### src/rtl/fadd_sched_pkg.sv
//------------------------------------------------------------------------------
// Module   : fadd_sched_pkg
// Purpose  : Shared types and helpers for the FP add/sub sharing scheduler:
//            word/ID width derivation, FSM state encoding, tag record.
// Revision : 1.0 - initial release
//------------------------------------------------------------------------------
`default_nettype none

package fadd_sched_pkg;

  // Tag ID field is sized for the largest supported requester count (8).
  localparam int TAG_IDW = 3;

  function automatic int calc_w(input int exp_w, input int fra_w);
    return exp_w + fra_w + 1;
  endfunction

  // A single requester still needs a 1-bit index so the vectors stay legal.
  function automatic int calc_idw(input int n_req);
    return (n_req <= 1) ? 1 : $clog2(n_req);
  endfunction

  typedef enum logic [1:0] {
    ST_IDLE  = 2'd0,
    ST_RUN   = 2'd1,
    ST_DRAIN = 2'd2
  } state_t;

  typedef struct packed {
    logic               valid;
    logic [TAG_IDW-1:0] id;
  } tag_t;

endpackage

`default_nettype wire

### src/rtl/fadd_share_sched_rr_arbiter.sv
//------------------------------------------------------------------------------
// Module   : rr_arbiter
// Purpose  : Combinational round-robin arbiter. Picks the first asserted
//            request at or above the pointer, wrapping around.
// Ports    : req       - request vector
//            ptr       - search start index
//            grant     - one-hot grant
//            grant_idx - index of the granted request
//            any_grant - a request was found
// Revision : 1.0 - initial release
//------------------------------------------------------------------------------
`default_nettype none

module rr_arbiter
  import fadd_sched_pkg::*;
#(
  parameter int N_REQ = 4,
  parameter int IDW   = calc_idw(N_REQ)
) (
  input  logic [N_REQ-1:0] req,
  input  logic [IDW-1:0]   ptr,
  output logic [N_REQ-1:0] grant,
  output logic [IDW-1:0]   grant_idx,
  output logic             any_grant
);

  always_comb begin
    grant     = '0;
    grant_idx = '0;
    any_grant = 1'b0;
    // k is the distance from the pointer; i is the candidate that lies
    // k positions above it modulo N_REQ.
    for (int k = 0; k < N_REQ; k++) begin
      for (int i = 0; i < N_REQ; i++) begin
        if (!any_grant && req[i] &&
            ((int'(ptr) + k == i) || (int'(ptr) + k == i + N_REQ))) begin
          grant[i]  = 1'b1;
          grant_idx = IDW'(i);
          any_grant = 1'b1;
        end
      end
    end
  end

endmodule

`default_nettype wire

### src/rtl/fadd_share_sched.sv
//------------------------------------------------------------------------------
// Module   : fadd_share_sched
// Purpose  : Shares one fixed-latency half-precision add/sub core between
//            N_REQ requesters. Round-robin grant, one issue per clock, a tag
//            pipeline matched to the core latency routes results back.
// Ports    : clk, aresetn            - clock, async active-low reset
//            req_valid/ready/a/b/op  - per-requester operand handshake
//            drain                   - stop granting, flush in-flight ops
//            idle                    - IDLE state with nothing in flight
//            add_valid/a/b           - registered issue to the core
//            add_y/add_flag          - core result, ADD_LAT after add_valid
//            rsp_valid/y/flag        - registered, one-hot routed response
// Config   : FADD_SCHED_SUB_EN - when defined, req_op=1 flips B's sign so
//            the core computes A-B; otherwise req_op is ignored.
// Revision : 1.0 - initial release
//------------------------------------------------------------------------------
`default_nettype none

module fadd_share_sched
  import fadd_sched_pkg::*;
#(
  parameter int EXP     = 5,
  parameter int FRA     = 10,
  parameter int N_REQ   = 4,
  parameter int ADD_LAT = 2
) (
  input  logic                           clk,
  input  logic                           aresetn,
  input  logic [N_REQ-1:0]               req_valid,
  output logic [N_REQ-1:0]               req_ready,
  input  logic [N_REQ*(EXP+FRA+1)-1:0]   req_a,
  input  logic [N_REQ*(EXP+FRA+1)-1:0]   req_b,
  input  logic [N_REQ-1:0]               req_op,
  input  logic                           drain,
  output logic                           idle,
  output logic                           add_valid,
  output logic [EXP+FRA:0]               add_a,
  output logic [EXP+FRA:0]               add_b,
  input  logic [EXP+FRA:0]               add_y,
  input  logic [2:0]                     add_flag,
  output logic [N_REQ-1:0]               rsp_valid,
  output logic [EXP+FRA:0]               rsp_y,
  output logic [2:0]                     rsp_flag
);

  localparam int W    = calc_w(EXP, FRA);
  localparam int IDW  = calc_idw(N_REQ);
  localparam int CNTW = $clog2(ADD_LAT + 3);

  state_t             r_state;
  state_t             w_state_nxt;
  logic [IDW-1:0]     r_ptr;
  logic [CNTW-1:0]    r_inflight;
  tag_t               r_tag [0:ADD_LAT];

  logic               w_grant_en;
  logic               w_grant;
  logic [N_REQ-1:0]   w_arb_gnt;
  logic [IDW-1:0]     w_gnt_idx;
  logic               w_any;
  logic [W-1:0]       w_sel_a;
  logic [W-1:0]       w_sel_b;
  logic [W-1:0]       w_issue_b;
  logic [N_REQ-1:0]   w_rsp_dec;
  tag_t               w_last;

  rr_arbiter #(
    .N_REQ (N_REQ),
    .IDW   (IDW)
  ) u_arb (
    .req       (req_valid),
    .ptr       (r_ptr),
    .grant     (w_arb_gnt),
    .grant_idx (w_gnt_idx),
    .any_grant (w_any)
  );

  // FSM next state and handshake outputs. Granting is allowed in IDLE too,
  // so the first request is accepted in the same cycle IDLE moves to RUN.
  always_comb begin
    w_state_nxt = r_state;
    w_grant_en  = !drain && (r_state != ST_DRAIN);
    req_ready   = w_grant_en ? w_arb_gnt : '0;
    w_grant     = w_grant_en && w_any;
    idle        = (r_state == ST_IDLE) && (r_inflight == '0);
    unique case (r_state)
      ST_IDLE:  if ((|req_valid) && !drain) w_state_nxt = ST_RUN;
      ST_RUN: begin
        if (drain)                                     w_state_nxt = ST_DRAIN;
        else if (!(|req_valid) && r_inflight == '0)    w_state_nxt = ST_IDLE;
      end
      ST_DRAIN: if (!drain && r_inflight == '0)        w_state_nxt = ST_IDLE;
      default:  w_state_nxt = ST_IDLE;
    endcase
  end

  // Operand mux driven by the one-hot grant.
`ifdef FADD_SCHED_SUB_EN
  logic w_sel_op;
  always_comb begin
    w_sel_a  = '0;
    w_sel_b  = '0;
    w_sel_op = 1'b0;
    for (int i = 0; i < N_REQ; i++) begin
      if (w_arb_gnt[i]) begin
        w_sel_a  = req_a[i*W +: W];
        w_sel_b  = req_b[i*W +: W];
        w_sel_op = req_op[i];
      end
    end
  end
  // Subtraction is an addition with B's sign bit flipped.
  assign w_issue_b = w_sel_b ^ {w_sel_op, {(W-1){1'b0}}};
`else
  logic w_unused_op;
  always_comb begin
    w_sel_a = '0;
    w_sel_b = '0;
    for (int i = 0; i < N_REQ; i++) begin
      if (w_arb_gnt[i]) begin
        w_sel_a = req_a[i*W +: W];
        w_sel_b = req_b[i*W +: W];
      end
    end
  end
  assign w_issue_b   = w_sel_b;
  assign w_unused_op = ^req_op;
`endif

  always_ff @(posedge clk or negedge aresetn) begin
    if (!aresetn) begin
      r_state <= ST_IDLE;
      r_ptr   <= '0;
    end else begin
      r_state <= w_state_nxt;
      if (w_grant)
        r_ptr <= (w_gnt_idx == IDW'(N_REQ - 1)) ? '0 : w_gnt_idx + IDW'(1);
    end
  end

  always_ff @(posedge clk or negedge aresetn) begin
    if (!aresetn) begin
      add_valid <= 1'b0;
      add_a     <= '0;
      add_b     <= '0;
    end else begin
      add_valid <= w_grant;
      if (w_grant) begin
        add_a <= w_sel_a;
        add_b <= w_issue_b;
      end
    end
  end

  // Stage 0 is loaded together with the issue registers, so the last stage
  // lines up with the core result ADD_LAT cycles later.
  always_ff @(posedge clk or negedge aresetn) begin
    if (!aresetn) begin
      for (int k = 0; k <= ADD_LAT; k++) r_tag[k] <= '0;
    end else begin
      r_tag[0].valid <= w_grant;
      r_tag[0].id    <= TAG_IDW'(w_gnt_idx);
      for (int k = 1; k <= ADD_LAT; k++) r_tag[k] <= r_tag[k-1];
    end
  end

  assign w_last = r_tag[ADD_LAT];

  always_comb begin
    w_rsp_dec = '0;
    for (int i = 0; i < N_REQ; i++)
      w_rsp_dec[i] = w_last.valid && (w_last.id == TAG_IDW'(i));
  end

  always_ff @(posedge clk or negedge aresetn) begin
    if (!aresetn) begin
      rsp_valid <= '0;
      rsp_y     <= '0;
      rsp_flag  <= '0;
    end else begin
      rsp_valid <= w_rsp_dec;
      if (w_last.valid) begin
        rsp_y    <= add_y;
        rsp_flag <= add_flag;
      end
    end
  end

  // An op is counted from its grant until its response pulse retires.
  always_ff @(posedge clk or negedge aresetn) begin
    if (!aresetn) begin
      r_inflight <= '0;
    end else begin
      unique case ({w_grant, |rsp_valid})
        2'b10:   r_inflight <= r_inflight + CNTW'(1);
        2'b01:   r_inflight <= r_inflight - CNTW'(1);
        default: r_inflight <= r_inflight;
      endcase
    end
  end

endmodule

`default_nettype wire
### config.mk
export PLATFORM = sky130hd
export DESIGN_NAME = fadd_share_sched
export DESIGN_NICKNAME = d
export VERILOG_FILES = /design/src/rtl/fadd_sched_pkg.sv /design/src/rtl/fadd_share_sched_rr_arbiter.sv /design/src/rtl/fadd_share_sched.sv
export SDC_FILE = /design/constraint.sdc
export NUM_CORES = 1
export LEC_CHECK = 0
export ABC_AREA = 0
export CAP_MARGIN = 5
export CORE_MARGIN = 2
export CORE_UTILIZATION = 39
export CTS_CLUSTER_DIAMETER = 50
export DETAILED_ROUTE_END_ITERATION = 8
export PLACE_DENSITY_LB_ADDON = 0.1
export REMOVE_ABC_BUFFERS = 1
export SYNTH_ARGS = -nofsm -noshare
export SYNTH_HDL_FRONTEND = slang
export SYNTH_SLANG_ARGS = --single-unit
### constraint.sdc
create_clock -name clk -period 2.3 [get_ports clk]
set_clock_uncertainty 0.05 [all_clocks]
set_input_delay 0.23 -clock clk [delete_from_list [all_inputs] [get_ports clk]]
set_output_delay 0.23 -clock clk [all_outputs]
set_load 0.01 [all_outputs]
---- Yosys cells after proc, flatten, opt, wreduce, memory -nomap -nowiden ----
Index checks and enable logic that the tools add are counted.
word-level totals
  word-level logic and storage cells ...... 199
  flip-flop bits (word level) ............. 71
  bits of input ports ..................... 158
operators by class
  $add $sub $neg .......................... 6
  muxes and demuxes ....................... 62
  equality and inequality tests ........... 36
  reduce and logical (&&, ||, !) cells .... 81
operators with widths
  kind                                              count
  == test 32 x 4 -> 1 bit, second input constant    12
  == test 32 x 3 -> 1 bit, second input constant    6
  zero test 32 bit                                  4
  2-to-1 mux 16 bit                                 8
  == test 32 x 2 -> 1 bit, second input constant    3
  logical AND 1 bit                                 41
  2-to-1 mux 2 bit                                  19
  2-to-1 mux 1 bit                                  32
  zero test 1 bit                                   17
  == test 2 bit, second input constant              7
  logical OR 1 bit                                  12
  == test 2 x 1 -> 1 bit, second input constant     4
  OR reduction 4 bit                                2
  adder 2 x 2 -> 3 bit, second input constant       2
  zero test 3 bit                                   2
  one-hot mux 2 bit (3 select lines)                1
  one-hot mux 3 bit (2 select lines)                1
  2-to-1 mux 4 bit                                  1
  != test 2 bit, second input constant              2
  adder 2 x 1 -> 3 bit, second input constant       1
  adder 3 x 1 -> 3 bit, second input constant       1
  != test 3 bit, second input constant              1
  AND reduction 3 bit                               1
  subtractor 3 x 1 -> 3 bit, second input constant  1
  other kinds (4)                                   4

---- Depth between registers and ports, before layout ----
  depth after elaboration ................. 66
  mapped depth ............................ 11

---- Modules after synthesis ----
A second synthesis with hierarchy kept.
second synthesis, totals
  cell total of the unflattened synthesis .. 420
  area total of the unflattened synthesis .. 4033.9 µm²
by module, submodules not included
  module            cells each  seq. area each (µm²)  area each (µm²)  times used
  fadd_share_sched  391         1776.7                3837.4           1
  rr_arbiter        29          0.0                   196.4            1

---- Worst setup path before layout ----
Ideal clock, no wire load.
  path type ............................... input -> register
  start point ............................. input req_valid[1]
  end point ............................... register r_inflight[2]
  setup time .............................. 0.079 ns
  buffers on the path ..................... 2
  arrival ................................. 2.175 ns
  cell stages on the path ................. 11
  path slack .............................. -0.004 ns
  cell sequence ........................... buf_2 -> nor4_4 -> nor3_4 -> inv_4 -> buf_2 -> ha_1 -> inv_1 -> fa_1 -> xor2_1 -> nor2_1 -> xor2_1
on the way
  longest elaborated chain between the ends .. 62
RTL lines
  item                                                                      line                               source
  from (decl)                                                               fadd_share_sched.sv:29             input logic [N_REQ-1:0] req_valid,
  logical AND 1 bit (2 in series)                                           fadd_share_sched_rr_arbiter.sv:35  if (!any_grant && req[i] &&
  2-to-1 mux 1 bit                                                          fadd_share_sched_rr_arbiter.sv:35
  zero test 1 bit                                                           fadd_share_sched_rr_arbiter.sv:35
  logical AND 1 bit (2 in series)                                           fadd_share_sched_rr_arbiter.sv:35
  2-to-1 mux 1 bit                                                          fadd_share_sched_rr_arbiter.sv:35
  zero test 1 bit                                                           fadd_share_sched_rr_arbiter.sv:35
  logical AND 1 bit (2 in series)                                           fadd_share_sched_rr_arbiter.sv:35
  2-to-1 mux 1 bit                                                          fadd_share_sched_rr_arbiter.sv:35
  (+43 left out)                                                            -
  2-to-1 mux 1 bit *                                                        fadd_share_sched_rr_arbiter.sv:35
  zero test 1 bit                                                           fadd_share_sched_rr_arbiter.sv:35
  logical AND 1 bit (2 in series)                                           fadd_share_sched_rr_arbiter.sv:35
  2-to-1 mux 1 bit *                                                        fadd_share_sched_rr_arbiter.sv:35
  logical AND 1 bit *                                                       fadd_share_sched.sv:84             w_grant = w_grant_en && w_any;
  named net w_grant                                                         fadd_share_sched.sv:57             logic w_grant;
  == test 2 x 1 -> 1 bit or == test 2 bit (tied branches)                   fadd_share_sched.sv:194            unique case ({w_grant, |rsp_valid})
  one-hot mux 3 bit (2 select lines) or nonzero test 2 bit (tied branches)  -
  to (signal assigned)                                                      fadd_share_sched.sv:195            2'b10: r_inflight <= r_inflight + CNTW'(1);
  to (signal assigned)                                                      fadd_share_sched.sv:196            2'b01: r_inflight <= r_inflight - CNTW'(1);
  to (signal assigned)                                                      fadd_share_sched.sv:197            default: r_inflight <= r_inflight;
  to (decl)                                                                 fadd_share_sched.sv:53             logic [CNTW-1:0] r_inflight;
Mark *: on every way through the listed nets, which the timed path passes. The rest lies on a longest branch.
A chain may end at the register's enable or synchronous reset.

---- Worst setup path in the final report ----
  start point ............................. register r_inflight[2]
  end point ............................... output idle
on the way
  longest elaborated chain between the ends .. 2
RTL lines
  item               line                    source
  zero test 3 bit    fadd_share_sched.sv:85  idle = (r_state == ST_IDLE) && (r_inflight == '0);
  logical AND 1 bit  fadd_share_sched.sv:85
  to (decl)          fadd_share_sched.sv:35  output logic idle,
Every way passes these cells.

==> metrics.md <==
| Metric | Value |
|---|---|
| Status | complete, no violations |
| Rows | 36 |
| Die area | 11,000 sq um |
| Synth area leaders | dfrtp_1 (45%), o31ai_2 (9.1%), nor4b_1 (7.3%) |
| Worst slack at placement | -0.0818 ns |
| Initial Utilization | 40.4% |
| CTS clk-pin slew, worst paths | ~0.090 ns |
| DR WL met2 | around 7.1 mm |
| Total gr overflow | 0 |
| Total track usage | approximately a quarter |
| IO Pins | 219 |
| Count of flip-flops with a built-in enable after synthesis | 0 |
| Setup violators final | 0 |
| Final worst slack | 0.150 ns |
| RSZ-0062 raised after global routing | false |
| CTS tree | built |
| Chip height | roughly 110 um |
| Die X | ~110 um |
| Wire length on met1 | ~5.1 mm |
| Leakage power | 2.58 nW |
| Post-synthesis sequential area ratio | between 40% and 50% |
| Rel. slew slack | around 44% |
| Share of cells above drive strength 1 | 19.2% |
| Clock share of power | between 10% and 20% |
| Worst Path Max Fanout | 3 |
| Ant diodes | 0 |
| Vias in the first global route | slightly above 4,000 |
| Share of flip-flops with an asynchronous set or reset after synthesis | 100% |
| DR pass1 iterations | 4 |
| First-pass GRT wire length | roughly 21 mm |
| Clock Tree Root | clkbuf_8 |
| Mapped Cells | ~350 |
| NetSw | 0.00253 W |
| Synthesized flop and latch total | 71 |
| Power per cell area | between 1000 and 1500 nW/um^2 |
| Sequential power share | 30.7% |
| Filler cell count | 760 |
| Routed len/inst | approximately 19 um |
| Largest net degree at the start of global routing | 48 |
| Synth warn | 0 |
| Clock sink total | between 70 and 80 |
| Clk_lat worst skew | between 0.3 and 0.4 ns |
| Critical Path Sink Type | primary output |
| Max Root-Sink Buffers | 2 |
| Switching Share | 37.3% |
| DRT iter0 DRCs | ~110 |
| DRC | 0 |
| Final Cycle Share | 93.5% |
| Max-capacitance violation count | 0 |
| CP arrival | between 1.5 and 2 ns |
| CTS buffer count | 9 |
| Min-Delay Path Class | in -> reg |
| Syn Area/Cell | ~11 sq um |
| Via density | 5.64 |
| H-tree Lvls | 3 |
| Initial antenna violation count | 0 |
| Met3 wire len | 1.05 mm |
| Post-synthesis cell type count | 47 |
| Time the worst path needs with I/O delays and setup | roughly 2.2 ns |
| Internal power | approximately 0.0043 W |
| DRT antenna net count | 0 |
| Core ar. | ~9900 sq um |
| CP peak stage delay | ~0.56 ns |
| Via count | roughly 4,000 |
| Slew Viols, Final | 0 |
| Final WL | 13.5 mm |
| Slew @ Worst Pin | 0.844 ns |
| Critical path's slowest cell | clkdlybuf4s50_1 |
| Logic pwr share | between 50% and 60% |
| WP data required | ~2 ns |
| P&R area growth vs syn | 66.3% |
| Post-DP HPWL | ~10 mm |
| Tot Pwr | just under 0.007 W |
| Main synth FF type | dfrtp_1 |
| RePlAce Congestion | 0.827 |
| CP Cell Sequence | or3_1 -> nor3_1 -> clkdlybuf4s50_1 |
| VDD IR max | around 0.46 mV |
| Synthesized area | between 3000 and 4000 sq um |
| Max layer used | met4 |
| Fin. Hold Viols | 0 |
| Register Area | 1780 sq um |
| Post-synth top area share | around 45% |
| Nets | 724 |
| FMAX | approximately 470 MHz |
| CP startpoint kind | flop |
| Setup Crit Path Kind | reg -> out |
| Largest area contributor in the netlist | dfrtp_1 |
| Multi-input combinational cell area | between 2000 and 2500 sq um |
| Port buffer count | between 200 and 250 |
| TNS Setup | 0 ns |
[cell usage after synthesis (2+ instances only)]
cell type   n
inv_1       3
o21ai_1     3
buf_1       3
nor2b_1     4
a32oi_1    32
nor4b_1    33
a221oi_1   31
a21oi_1     2
mux2_2     19
o31ai_2    29
xor2_1      2
clkbuf_1   21
nor3b_1     2
o31ai_1     3
buf_2      14
nor3_1      3
o21ai_0     4
buf_6       3
dfrtp_1    71
nor2_1     35
nand2_1     9
[path summary, 6_finish.rpt]
check                      slack, ns  depth (start not counted)         end          start
setup / recovery                0.15                          3        idle  r_inflight[2]
hold reg to reg                 0.30                          0    r_tag[4]       r_tag[8]
hold / removal                  0.18                          2  r_state[0]          drain
setup reg to reg                0.35                          5   add_b[11]       r_ptr[1]
min in group asynchronous       0.38                          2   rsp_y[15]        aresetn
max in group asynchronous       1.25                          3    r_ptr[0]        aresetn
[area by class of cell]
cell class | instances | share of cell area, %
Sequential cell | 71 | 26.8
Timing Repair Buffer | 243 | 36.6
Inverter | 5 | 0.321
Tap cell | 133 | 2.51
Clock inverter | 7 | 1.59
Multi-Input combinational cell | 234 | 30.3
Clock buffer | 9 | 1.87
[sequential cells by signal (all words and copies together) (netlist names)]
name        cells
rsp_valid       4
add_a          16
r_state         2
r_ptr           2
rsp_flag        3
r_inflight      3
rsp_y          16
r_tag           9
add_b          16
[stage by stage]
step	instance area (sq um)	instances	util, %	hold WS [ns]
2_1_floorplan	3780	310	-	-0.116
3_3_place_gp	6390	685	64.8	0.229
3_5_place_dp	6390	685	64.8	0.233
4_1_cts	6630	702	67.2	0.166
5_1_grt	6630	702	67.2	0.202
6_report	6630	702	67.2	0.176
[power by group through the flow]
stage          sequential (W)  combinational [W]  clock, W
3_3_place_gp          0.00207            0.00352         0
3_5_place_dp          0.00210            0.00359         0
2_1_floorplan         0.00223            0.00155         0
6_report              0.00208            0.00355   0.00115
4_1_cts               0.00209            0.00359   0.00117
5_1_grt               0.00215            0.00382   0.00122
[routing by layer]
layer	track usage, %	vias to the layer above
li1	-	1840
met1	28.7	1925
met2	43.5	174
met3	7.05	17
met4	7.43	0
met5	0	-
[timing repair]
item                       4_1_cts  5_1_grt
hold endpoints to repair        46        0
pin swaps                        1        0
setup endpoints to repair        4        1
buffers inserted                 0        0
hold buffers                     1        0
resized for setup                5        1
[critical path: cells and delay by family, from the launching register on]
family                 cells  cell delay (ns)
buffers and inverters      1             0.56
AND/OR/NAND/NOR            2             0.56
flip-flops                 1             0.40
[cells by family (layout without fill, tap and decap cells)]
kind of cell	after synthesis	in the layout	share of synthesized area (%)
and+or+nand+nor	93	93	14.8
DFF	71	71	44.6
muxes	20	20	5.62
xor gates and xnor gates	3	3	0.659
adders and majority gates	2	2	0.816
AOI/OAI and AO/OA	116	116	28.0
buffers and inverters	47	264	5.59
[cells in the final DEF (no fill, tap or decap), types with 4 or more instances in the layout]
cell type	synthesis	routed
o31ai_2	29	29
nand2_1	9	9
a221oi_1	31	31
buf_4	1	23
nor4b_1	33	33
clkbuf_8	0	9
clkdlybuf4s50_1	0	208
buf_12	0	6
nor2_1	35	35
mux2_2	19	19
o21ai_0	4	4
a32oi_1	32	32
dfrtp_1	71	69
Power figures use the tool's default switching activity.
